## config.mk

```make
export PLATFORM = sky130hd
export DESIGN_NAME = sqr_wav_gen_multi
export DESIGN_NICKNAME = d
export VERILOG_FILES = /design/src/rtl/sqr_wav_gen_multi.sv
export SDC_FILE = /design/constraint.sdc
export NUM_CORES = 1
export LEC_CHECK = 0
export CAP_MARGIN = 20
export CORE_ASPECT_RATIO = 1.25
export CORE_UTILIZATION = 50
export CTS_BUF_LIST = sky130_fd_sc_hd__clkbuf_16
export CTS_CLUSTER_SIZE = 16
export DETAILED_ROUTE_END_ITERATION = 6
export PLACE_DENSITY = 0.74
export SYNTH_ARGS = -nofsm -noshare
export SYNTH_HDL_FRONTEND = slang
export SYNTH_SLANG_ARGS = --single-unit
```

## constraint.sdc

```tcl
create_clock -name clk -period 3.5 [get_ports clk]
set_input_delay 0.35 -clock clk [delete_from_list [all_inputs] [get_ports clk]]
set_output_delay 0.35 -clock clk [all_outputs]
set_load 0.02 [all_outputs]
```

## src/rtl/sqr_wav_gen_multi.sv

```systemverilog
// Multi-channel programmable square-wave generator with independent per-channel FSM, prescaler and shadowed settings.
// Optional burst mode (finite period count, DONE state, burst_n port) is enabled by defining SQR_GEN_BURST_EN.
module sqr_wav_gen_multi #(
    parameter int CH    = 4,
    parameter int W     = 8,
    parameter int PRESC = 10
`ifdef SQR_GEN_BURST_EN
    ,
    parameter int BW    = 8
`endif
) (
    input  logic            clk,
    input  logic            rst_n,
    input  logic [CH-1:0]   en,
    input  logic [CH*W-1:0] high_m,
    input  logic [CH*W-1:0] low_n,
`ifdef SQR_GEN_BURST_EN
    input  logic [CH*BW-1:0] burst_n,
`endif
    output logic [CH-1:0]   sqr_out,
    output logic [CH-1:0]   period_done,
    output logic [CH-1:0]   busy
);

    localparam int            PW         = (PRESC > 1) ? $clog2(PRESC) : 1;
    localparam logic [PW-1:0] PRESC_LAST = PW'(PRESC - 1);
    localparam logic [PW-1:0] PRESC_ONE  = PW'(1);
    localparam logic [W-1:0]  UNIT_ONE   = W'(1);
`ifdef SQR_GEN_BURST_EN
    localparam logic [BW-1:0] BURST_ONE  = BW'(1);
`endif

`ifdef SQR_GEN_BURST_EN
    typedef enum logic [1:0] {S_IDLE, S_HIGH, S_LOW, S_DONE} state_t;
`else
    typedef enum logic [1:0] {S_IDLE, S_HIGH, S_LOW} state_t;
`endif

    for (genvar i = 0; i < CH; i++) begin : g_ch
        state_t        state, state_nxt;
        logic [PW-1:0] presc, presc_nxt;
        logic [W-1:0]  unit, unit_nxt;
        logic [W-1:0]  sh_high, sh_low;
        logic [W-1:0]  in_high, in_low;
        logic          capture, wrap, tick, high_end, low_end;

        assign in_high  = high_m[i*W +: W];
        assign in_low   = low_n[i*W +: W];
        assign tick     = (presc == PRESC_LAST);
        assign high_end = tick && (unit == sh_high - UNIT_ONE);
        // A zero low shadow in LOW means both shadows are zero: re-sample every clock.
        assign low_end  = (sh_low == '0) || (tick && (unit == sh_low - UNIT_ONE));

`ifdef SQR_GEN_BURST_EN
        logic [BW-1:0] sh_burst, bcnt;
        logic [BW-1:0] in_burst;
        assign in_burst = burst_n[i*BW +: BW];
`endif

        always_comb begin
            state_nxt = state;
            capture   = 1'b0;
            wrap      = 1'b0;
            if (tick) begin
                presc_nxt = '0;
                unit_nxt  = unit + UNIT_ONE;
            end else begin
                presc_nxt = presc + PRESC_ONE;
                unit_nxt  = unit;
            end

            case (state)
                S_IDLE: begin
                    if (en[i]) begin
                        capture   = 1'b1;
                        state_nxt = (in_high != '0) ? S_HIGH : S_LOW;
                    end
                end
                S_HIGH: begin
                    if (high_end) begin
                        if (sh_low != '0) state_nxt = S_LOW;
                        else              wrap      = 1'b1;
                    end
                end
                S_LOW: begin
                    if (low_end) begin
                        if (sh_low != '0) begin
                            wrap = 1'b1;
                        end else begin
                            capture   = 1'b1;
                            state_nxt = (in_high != '0) ? S_HIGH : S_LOW;
                        end
                    end
                end
`ifdef SQR_GEN_BURST_EN
                S_DONE: ;
`endif
                default: state_nxt = S_IDLE;
            endcase

            // Period boundary: latch fresh settings and restart from the new high value.
            if (wrap) begin
                capture   = 1'b1;
                state_nxt = (in_high != '0) ? S_HIGH : S_LOW;
`ifdef SQR_GEN_BURST_EN
                if ((sh_burst != '0) && (bcnt == sh_burst - BURST_ONE))
                    state_nxt = S_DONE;
`endif
            end

            if (!en[i]) begin
                state_nxt = S_IDLE;
                capture   = 1'b0;
                wrap      = 1'b0;
            end

            if ((state_nxt != state) || capture || (state_nxt == S_IDLE)) begin
                presc_nxt = '0;
                unit_nxt  = '0;
            end
`ifdef SQR_GEN_BURST_EN
            if (state_nxt == S_DONE) begin
                presc_nxt = '0;
                unit_nxt  = '0;
            end
`endif
        end

        always_ff @(posedge clk or negedge rst_n) begin
            if (!rst_n) begin
                state <= S_IDLE;
                presc <= '0;
                unit  <= '0;
            end else begin
                state <= state_nxt;
                presc <= presc_nxt;
                unit  <= unit_nxt;
            end
        end

        always_ff @(posedge clk) begin
            if (capture) begin
                sh_high <= in_high;
                sh_low  <= in_low;
            end
        end

`ifdef SQR_GEN_BURST_EN
        always_ff @(posedge clk) begin
            if ((state == S_IDLE) && en[i])
                sh_burst <= in_burst;
        end

        always_ff @(posedge clk or negedge rst_n) begin
            if (!rst_n)                                   bcnt <= '0;
            else if ((state == S_IDLE) || (state_nxt == S_IDLE)) bcnt <= '0;
            else if (wrap)                                bcnt <= bcnt + BURST_ONE;
        end
`endif

        assign sqr_out[i]     = (state == S_HIGH);
        assign period_done[i] = wrap;
        assign busy[i]        = (state == S_HIGH) || (state == S_LOW);
    end

endmodule

```

==> reports/results.txt, run 1 <==
total internal power: 0.002789 W
maximum frequency from static timing analysis: 0.2969 GHz
number of hold-slack violations in the final timing report: 0
maximum number of pins on one net before global-route repair: 36
switching fraction of total power: 24.29%
NetSw: 0.0008948 W
synthesized area per cell: 9.936 µm²
Initial Utilization: 51.00%
required time of the critical path: 3.15 ns
final HPWL from detailed placement: 12.29 mm
Post-CTS Setup Bufs: 0
total routed wirelength: 16.94 mm
clock group share of total power: 45.2%
clock-pin slew on the worst setup and hold paths: 0.06 ns
buffer depth of the longest clock path: 2
number of enable-type register cells in the synthesized netlist: 64
proportion of power drawn by flip-flops and latches: 44.0%
number of placed I/O pins: 82
cell-by-cell trace of the critical path: nor4_2 > and4_1 > a41oi_1 > a211oi_2 > a32o_2 > and2_1 > clkdlybuf4s50_1
max_slew headroom: 45.44%
Main synth FF type: sky130_fd_sc_hd__edfxtp_1
DR vias: 6363
Worst Path Arrival: 3.02 ns
count of placed standard cells in the final layout, fillers left out: 1105
count of different cell masters after synthesis: 72
Mapped Area: 7909 µm²
slowest library cell on the worst path: sky130_fd_sc_hd__clkdlybuf4s50_1
Vert. Die Dim: 142.6 µm
number of buffers created by CTS: 17
largest vdd supply drop: 0.3560 mV
Area Overhead vs Synth: 21.21%
Post-DRT Antenna Nets: 0
Synth Warn #: 0
Sinks on Clock Net: 120
fillers: 1283
total power after layout: 0.003684 W
overflow left after global routing: 0
Cell Count Post-Placement: 1073
proportion of layout cells with a drive suffix above 1: 10.19%
Starting DRT DRC Count: 312
register bit total from synthesis: 120
number of nets at the end of the flow: 986
startpoint types: register
area of the core: 15510 µm²
number of optimization iterations in the first detailed-route pass: 4
via count of the first global-routing pass: 6174
share of the core filled with cells in the final layout: 61.83%
worst setup path category: register to primary output
Setup violations, final: 0
clock root buffer master: sky130_fd_sc_hd__clkbuf_16
slew of the pin with the lowest slew margin: 0.8184 ns
path type of the worst min-delay path: input port to asynchronous set/reset pin
kind of end point of the critical path: primary output
final max-slew violation count: 0
initial antenna violation count: 0
first-pass GRT wire length: 28.19 mm
status: complete, no violations
CTS tree: yes
antenna fix cells: 0
Setup Skew: 0.006586 ns
wire length per cell: 15.33 µm
synthesized netlist net count: 902
final critical delay including setup and external delays: 3.369 ns
clock latency on the worst-skew pair: 0.41 ns
Final Wtd Congestion: 0.9247
Final period util: 96.25%
static leakage: 3.638 nW
part of the power in combinational logic: 10.9%
stage delay of the slowest cell on the critical path: 0.59 ns
aggregate global-route resource usage: 21.77%
Die Span X: 114.5 µm
detail-routed via count per cell: 5.758
die footprint: 16330 µm²
setup repair after global routing missed its margin: true
standard-cell row count: 51
share of the yosys chip area belonging to registers: 42.02%
H-tree levels: 4
share of synthesized flip-flops with an asynchronous set or reset: 46.67%
power density over the cells: 384.2 nW/µm²
maximum fanout along the worst path: 7
instance count of the mapped netlist: 796
Post-route DRC: 0
Port Buffer Count: 81
max-capacitance violation count: 0
## power by group through the flow
stage / logic [W] / registers [W] / clock network (W)
3_5_place_dp: 0.000395 / 0.00164 / 0
6_report: 0.000400 / 0.00162 / 0.00166
2_1_floorplan: 0.000232 / 0.00163 / 0
4_1_cts: 0.000400 / 0.00162 / 0.00169
3_3_place_gp: 0.000391 / 0.00164 / 0
5_1_grt: 0.000440 / 0.00163 / 0.00176
## critical path: cells and delay by family, from the launching register on
kind,cells,cell delay (ns)
flip-flops,1,0.49
buffers and inverters,1,0.59
AO/OA/AOI/OAI,3,0.65
AND/OR/NAND/NOR,3,0.88
## flip-flops by register name (all words and copies together) (netlist names)
name and count:
g_ch.sh_high 32, g_ch.sh_low 32, g_ch.unit 32, g_ch.state 8
g_ch.presc 16
## final cells by class
class	instances	area, µm²	area share [%]
clock buffers	17	425.4	4.437
clock inverters	15	136.4	1.423
inverters	35	131.4	1.370
multi-input cells	603	4334	45.21
flip-flops and latches	120	3323	34.66
well taps	212	265.3	2.767
repair buffers	103	970.9	10.13
## worst paths after layout
path | start | to | slack (ns) | cells past startpoint
min in group clk | low_n[14] | g_ch[1].sh_low[6]$_DFFE_PP_ | 0.49 | 1
max in group asynchronous | rst_n | g_ch[2].state[0]$_DFF_PN0_ | 2.66 | 2
worst max-delay path | g_ch[1].sh_high[2]$_DFFE_PP_ | period_done[1] | 0.13 | 7
worst min register to register | g_ch[0].presc[0]$_DFF_PN0_ | g_ch[0].presc[0]$_DFF_PN0_ | 0.50 | 1
worst min-delay path | rst_n | g_ch[3].state[1]$_DFF_PN0_ | 0.03 | 1
worst max register to register | g_ch[1].sh_low[0]$_DFFE_PP_ | g_ch[1].unit[1]$_DFFE_PN0P_ | 0.32 | 11
## timing repair
| action | CTS | global route |
|---|---|---|
| endpoints found under the hold margin | 0 | 0 |
| gates resized for setup | 7 | 8 |
| hold buffers | 0 | 0 |
| setup endpoints to repair | 4 | 17 |
## layout by cell type, fill, tap and decap left out, types with 4 or more instances in the layout
| cell | instances |
|---|---|
| sky130_fd_sc_hd__nor2b_1 | 5 |
| sky130_fd_sc_hd__o21ai_0 | 26 |
| sky130_fd_sc_hd__clkbuf_16 | 17 |
| sky130_fd_sc_hd__xor2_1 | 44 |
| sky130_fd_sc_hd__inv_1 | 35 |
| sky130_fd_sc_hd__and3b_1 | 5 |
| sky130_fd_sc_hd__clkdlybuf4s50_1 | 77 |
| sky130_fd_sc_hd__a21o_1 | 6 |
| sky130_fd_sc_hd__and2_1 | 11 |
| sky130_fd_sc_hd__a21oi_1 | 29 |
| sky130_fd_sc_hd__clkinvlp_4 | 4 |
| sky130_fd_sc_hd__nand2b_1 | 12 |
| sky130_fd_sc_hd__ha_1 | 34 |
| sky130_fd_sc_hd__o22ai_1 | 4 |
| sky130_fd_sc_hd__nor4_1 | 19 |
| sky130_fd_sc_hd__nor2_1 | 54 |
| sky130_fd_sc_hd__clkinv_2 | 6 |
| sky130_fd_sc_hd__nand4_1 | 16 |
| sky130_fd_sc_hd__a32oi_1 | 4 |
| sky130_fd_sc_hd__mux2i_1 | 9 |
| sky130_fd_sc_hd__edfxtp_1 | 64 |
| sky130_fd_sc_hd__nand2_1 | 45 |
| sky130_fd_sc_hd__and3_1 | 20 |
| sky130_fd_sc_hd__nand3b_1 | 9 |
| sky130_fd_sc_hd__xnor2_1 | 61 |
| sky130_fd_sc_hd__nand3_1 | 26 |
| sky130_fd_sc_hd__o31ai_1 | 4 |
| sky130_fd_sc_hd__buf_4 | 22 |
| sky130_fd_sc_hd__nor4_2 | 13 |
| sky130_fd_sc_hd__a31oi_1 | 8 |
| sky130_fd_sc_hd__dfrtp_1 | 56 |
| sky130_fd_sc_hd__o211a_1 | 4 |
| sky130_fd_sc_hd__or4_1 | 5 |
| sky130_fd_sc_hd__a21boi_0 | 9 |
| sky130_fd_sc_hd__nor3b_1 | 6 |
| sky130_fd_sc_hd__nor3_1 | 36 |
| sky130_fd_sc_hd__and4_1 | 4 |
## logic make-up after synthesis
| group | after synthesis | synth area share (%) |
|---|---|---|
| simple gates | 306 | 22.39 |
| fa+ha+maj | 36 | 5.695 |
| buf+inv | 73 | 3.860 |
| xor+xnor | 106 | 11.83 |
| flops | 120 | 42.02 |
| compound gates | 143 | 12.64 |
| mux | 12 | 1.566 |
## synth_stat cells, drive strengths merged, types with 4 or more instances
cell / n / area [µm²]
o22ai: 4 / 25.02
and2: 11 / 68.82
buf: 11 / 72.57
nor3b: 10 / 85.08
xor2: 45 / 401.6
nand2: 45 / 168.9
mux2i: 9 / 90.09
a32oi: 4 / 35.03
dfrtp: 56 / 1401
nand2b: 12 / 75.07
nand3b: 9 / 67.56
nand3: 26 / 130.1
and4: 4 / 35.03
a2111oi: 5 / 46.30
clkbuf: 27 / 101.4
inv: 35 / 131.4
ha: 36 / 450.4
a21boi: 11 / 82.58
edfxtp: 64 / 1922
a31oi: 9 / 56.30
a21oi: 29 / 145.1
xnor2: 61 / 534.3
o211a: 4 / 40.04
a21o: 6 / 45.04
and3: 20 / 125.1
nor4: 32 / 275.3
o21ai: 26 / 130.1
nor2: 55 / 214.0
or4: 5 / 37.54
nand4: 16 / 100.1
a32o: 4 / 40.04
o31ai: 4 / 30.03
nor2b: 5 / 31.28
nor3: 36 / 180.2
and3b: 5 / 43.79
nor4b: 5 / 50.04
## layer usage
metal	wire [µm]	global-route usage (%)	vias to the layer above
li1	-	-	3102
met1	7194	25.60	3040
met5	0	0	-
met4	559	10.53	0
met3	628	4.160	52
met2	8556	37.99	169
## per-stage QoR
| step | worst slack, ns | setup TNS, ns | cell area, µm² | hold slack [ns] |
|---|---|---|---|---|
| after global routing | -0.009637 | -0.009637 | 9587 | 0.1081 |
| after floorplan | 0.008060 | 0 | 7909 | 0.05441 |
| after global placement | 0.2817 | 0 | 8971 | 0.4802 |
| final | 0.1314 | 0 | 9587 | 0.02875 |
| after detailed placement | 0.1701 | 0 | 8971 | 0.4947 |
| after CTS | 0.006678 | 0 | 9550 | 0.05876 |
Note: power is estimated with default switching activity, not from simulation.
==> inputs of run 2 (changes only) <==
CTS_CLUSTER_DIAMETER = 200   (was default)
GPL_TIMING_DRIVEN = 0   (was default)
==> run 2 against run 1 <==
  * The run now ends with hold timing left
  * Worst setup slack improved by 0.011 ns
  * Via count increased by 1.9%
  * Fmax increased by 0.33%
  * Non-clock buffer count increased by 29
==> reports/results.txt, run 2 (synthesis results as in run 1) <==
Die Span X: 114.5 µm (unchanged)
antenna fix cells: 0 (unchanged)
total power after layout: 0.003479 W (-5.6%)
slew of the pin with the lowest slew margin: 0.7177 ns (-0.1007 ns)
number of optimization iterations in the first detailed-route pass: 5 (+1)
number of buffers created by CTS: 17 (unchanged)
wire length per cell: 15.38 µm (+0.33%)
maximum frequency from static timing analysis: 0.2978 GHz (+0.33%)
most common cell after layout, fill and taps aside: sky130_fd_sc_hd__clkdlybuf4s50_1
largest vdd supply drop: 0.3123 mV (-12%)
fillers: 1283 (unchanged)
Post-DRT Antenna Nets: 0 (unchanged)
violated checks: hold timing
via count of the first global-routing pass: 6445 (+4.4%)
area taken by flip-flops and latches: 3324 µm² (about the same)
switching fraction of total power: 24.51% (+0.22 points)
Starting DRT DRC Count: 332 (+6.4%)
largest registers ranked by flip-flop count: g_ch.sh_high: 32 flops, g_ch.sh_low: 32 flops, g_ch.unit: 32 flops
top routing layer in use: met4
number of hold-slack violations in the final timing report: 15 (+15)
max-capacitance violation count: 0 (unchanged)
overflow left after global routing: 0 (unchanged)
clock-pin slew on the worst setup and hold paths: 0.05 ns (about the same)
total routed wirelength: 17.44 mm (+3.0%)
total internal power: 0.002626 W (-5.8%)
number of nets at the end of the flow: 1015 (+2.9%)
Sinks on Clock Net: 120 (unchanged)
detail-routed via count per cell: 5.720 (-0.66%)
multi-input gate area in the final layout: 4373 µm² (+0.89%)
Final period util: 95.93% (-0.32 points)
aggregate global-route resource usage: 22.30% (+0.53 points)
static leakage: 3.713 nW (+2.1%)
maximum number of pins on one net before global-route repair: 30 (-17%)
Vert. Die Dim: 142.6 µm (unchanged)
H-tree levels: 4 (unchanged)
Port Buffer Count: 81 (unchanged)
status: finished with violations
initial antenna violation count: 0 (unchanged)
proportion of power drawn by flip-flops and latches: 46.6% (+2.6 points)
Met1 Wirelength: 7.226 mm (+0.44%)
startpoint types: register
proportion of layout cells with a drive suffix above 1: 10.09% (-0.10 points)
area of the core: 15510 µm² (unchanged)
count of placed standard cells in the final layout, fillers left out: 1134 (+2.6%)
most used cells in the layout excluding fill and tap cells: sky130_fd_sc_hd__clkdlybuf4s50_1, sky130_fd_sc_hd__edfxtp_1, sky130_fd_sc_hd__xnor2_1
required time of the critical path: 3.15 ns (about the same)
power density over the cells: 358.8 nW/µm² (-6.6%)
CTS tree: yes
first-pass GRT wire length: 28.91 mm (+2.5%)
clock root buffer master: sky130_fd_sc_hd__clkbuf_16
final max-slew violation count: 0 (unchanged)
clock group share of total power: 41.6% (-3.6 points)
Post-route DRC: 0 (unchanged)
part of the power in combinational logic: 11.9% (+1.0 points)
Final Wtd Congestion: 0.8395 (-9.2%)
number of placed I/O pins: 82 (unchanged)
clock latency on the worst-skew pair: 0.42 ns (about the same)
Cell Count Post-Placement: 1092 (+1.8%)
kind of end point of the critical path: primary output
buffer depth of the longest clock path: 2 (unchanged)
die footprint: 16330 µm² (unchanged)
final HPWL from detailed placement: 12.52 mm (+1.8%)
met2 layer wire length in the routed design: 9.250 mm (+8.1%)
standard-cell row count: 51 (unchanged)
Setup violations, final: 0 (unchanged)
final critical delay including setup and external delays: 3.357 ns (-0.01117 ns)
hold slack final: -0.007945 ns (-0.03670 ns)
NetSw: 0.0008526 W (-4.7%)
Initial Utilization: 51.00% (unchanged)
maximum fanout along the worst path: 7 (unchanged)
path type of the worst min-delay path: input port to asynchronous set/reset pin
Worst Path Arrival: 3.01 ns (about the same)
Area Overhead vs Synth: 22.61%
worst setup path category: register to primary output
Met3 Wirelength: 529 µm (-16%)
max_slew headroom: 52.15% (+6.7 points)
Setup Skew: 0.008769 ns (+0.002184 ns)
DR vias: 6487 (+1.9%)
[run 2: cell count changes in the layout (fill, tap and decap cells not counted), sizes merged]
cell           before  now
dlygate4sd2         2    3
inv                35   41
clkinvlp            4    0
buf                23   30
clkdlybuf4s50      77   76
clkbuf             17   39
bufinv              2    0
[run 2: final timing paths]
kind	from	to	slack, ns	depth (start not counted)
worst max-delay path	g_ch[2].sh_high[2]$_DFFE_PP_	period_done[2]	0.14	9
worst min-delay path	rst_n	g_ch[1].unit[6]$_DFFE_PN0P_	-0.008	1
worst max register to register	g_ch[2].sh_low[0]$_DFFE_PP_	g_ch[2].unit[7]$_DFFE_PN0P_	0.16	13
worst min register to register	g_ch[3].presc[0]$_DFF_PN0_	g_ch[3].presc[0]$_DFF_PN0_	0.49	1
max in group asynchronous	rst_n	g_ch[2].state[1]$_DFF_PN0_	2.90	2
min in group clk	low_n[23]	g_ch[2].sh_low[7]$_DFFE_PP_	0.48	1
[run 2: what timing repair did]
action                     in CTS  in global routing
setup endpoints to repair      36                 30
cloned                          0                  1
hold buffers                    0                  0
buffers inserted                9                  6
pin swaps                       2                  2
resized for setup              21                 10
[run 2: per-layer routing]
layer / vias up / global-route usage (%)
met2: 140 / 40.93
met4: 0 / 9.979
met5: - / 0
met3: 35 / 3.862
li1: 3155 / -
met1: 3157 / 25.07
[run 2: through the flow]
step / setup WS [ns] / setup TNS [ns] / utilization, % / instance area [µm²]
after floorplan: 0.008060 / 0 / - / 7909
after global placement: -0.7685 / -36.61 / 57.94 / 8985
after detailed placement: -0.6309 / -11.24 / 58.16 / 9019
after CTS: 0.002415 / 0 / 62.02 / 9617
after global routing: -0.002414 / -0.002414 / 62.54 / 9697
final: 0.1426 / 0 / 62.54 / 9697
[run 2: layout make-up]
class | instances | share of cell area, %
multi-input combinational | 603 | 45.10
sequential | 120 | 34.28
timing repair buffer | 100 | 9.897
clock buffer | 17 | 4.387
tap | 212 | 2.735
buffer | 32 | 1.639
inverter | 35 | 1.355
clock inverter | 15 | 0.6065
[run 2: critical path: stages (launching register included)]
cell and delay (ns):
sky130_fd_sc_hd__edfxtp_1 0.50, sky130_fd_sc_hd__nor4_1 0.58, sky130_fd_sc_hd__and3b_1 0.24, sky130_fd_sc_hd__o21bai_1 0.08, sky130_fd_sc_hd__a21o_1 0.21, sky130_fd_sc_hd__nor4b_2 0.30, sky130_fd_sc_hd__nor2_1 0.13, sky130_fd_sc_hd__nor2b_1 0.12
sky130_fd_sc_hd__buf_4 0.10, sky130_fd_sc_hd__dlygate4sd2_1 0.32
[run 2: power by group through the flow]
stage                     registers, W  clock network [W]  logic (W)
after floorplan                0.00163                  0   0.000232
after global placement         0.00164                  0   0.000382
after detailed placement       0.00164                  0   0.000397
after CTS                      0.00162            0.00147   0.000408
final                          0.00162            0.00145   0.000412
after global routing           0.00163            0.00152   0.000452
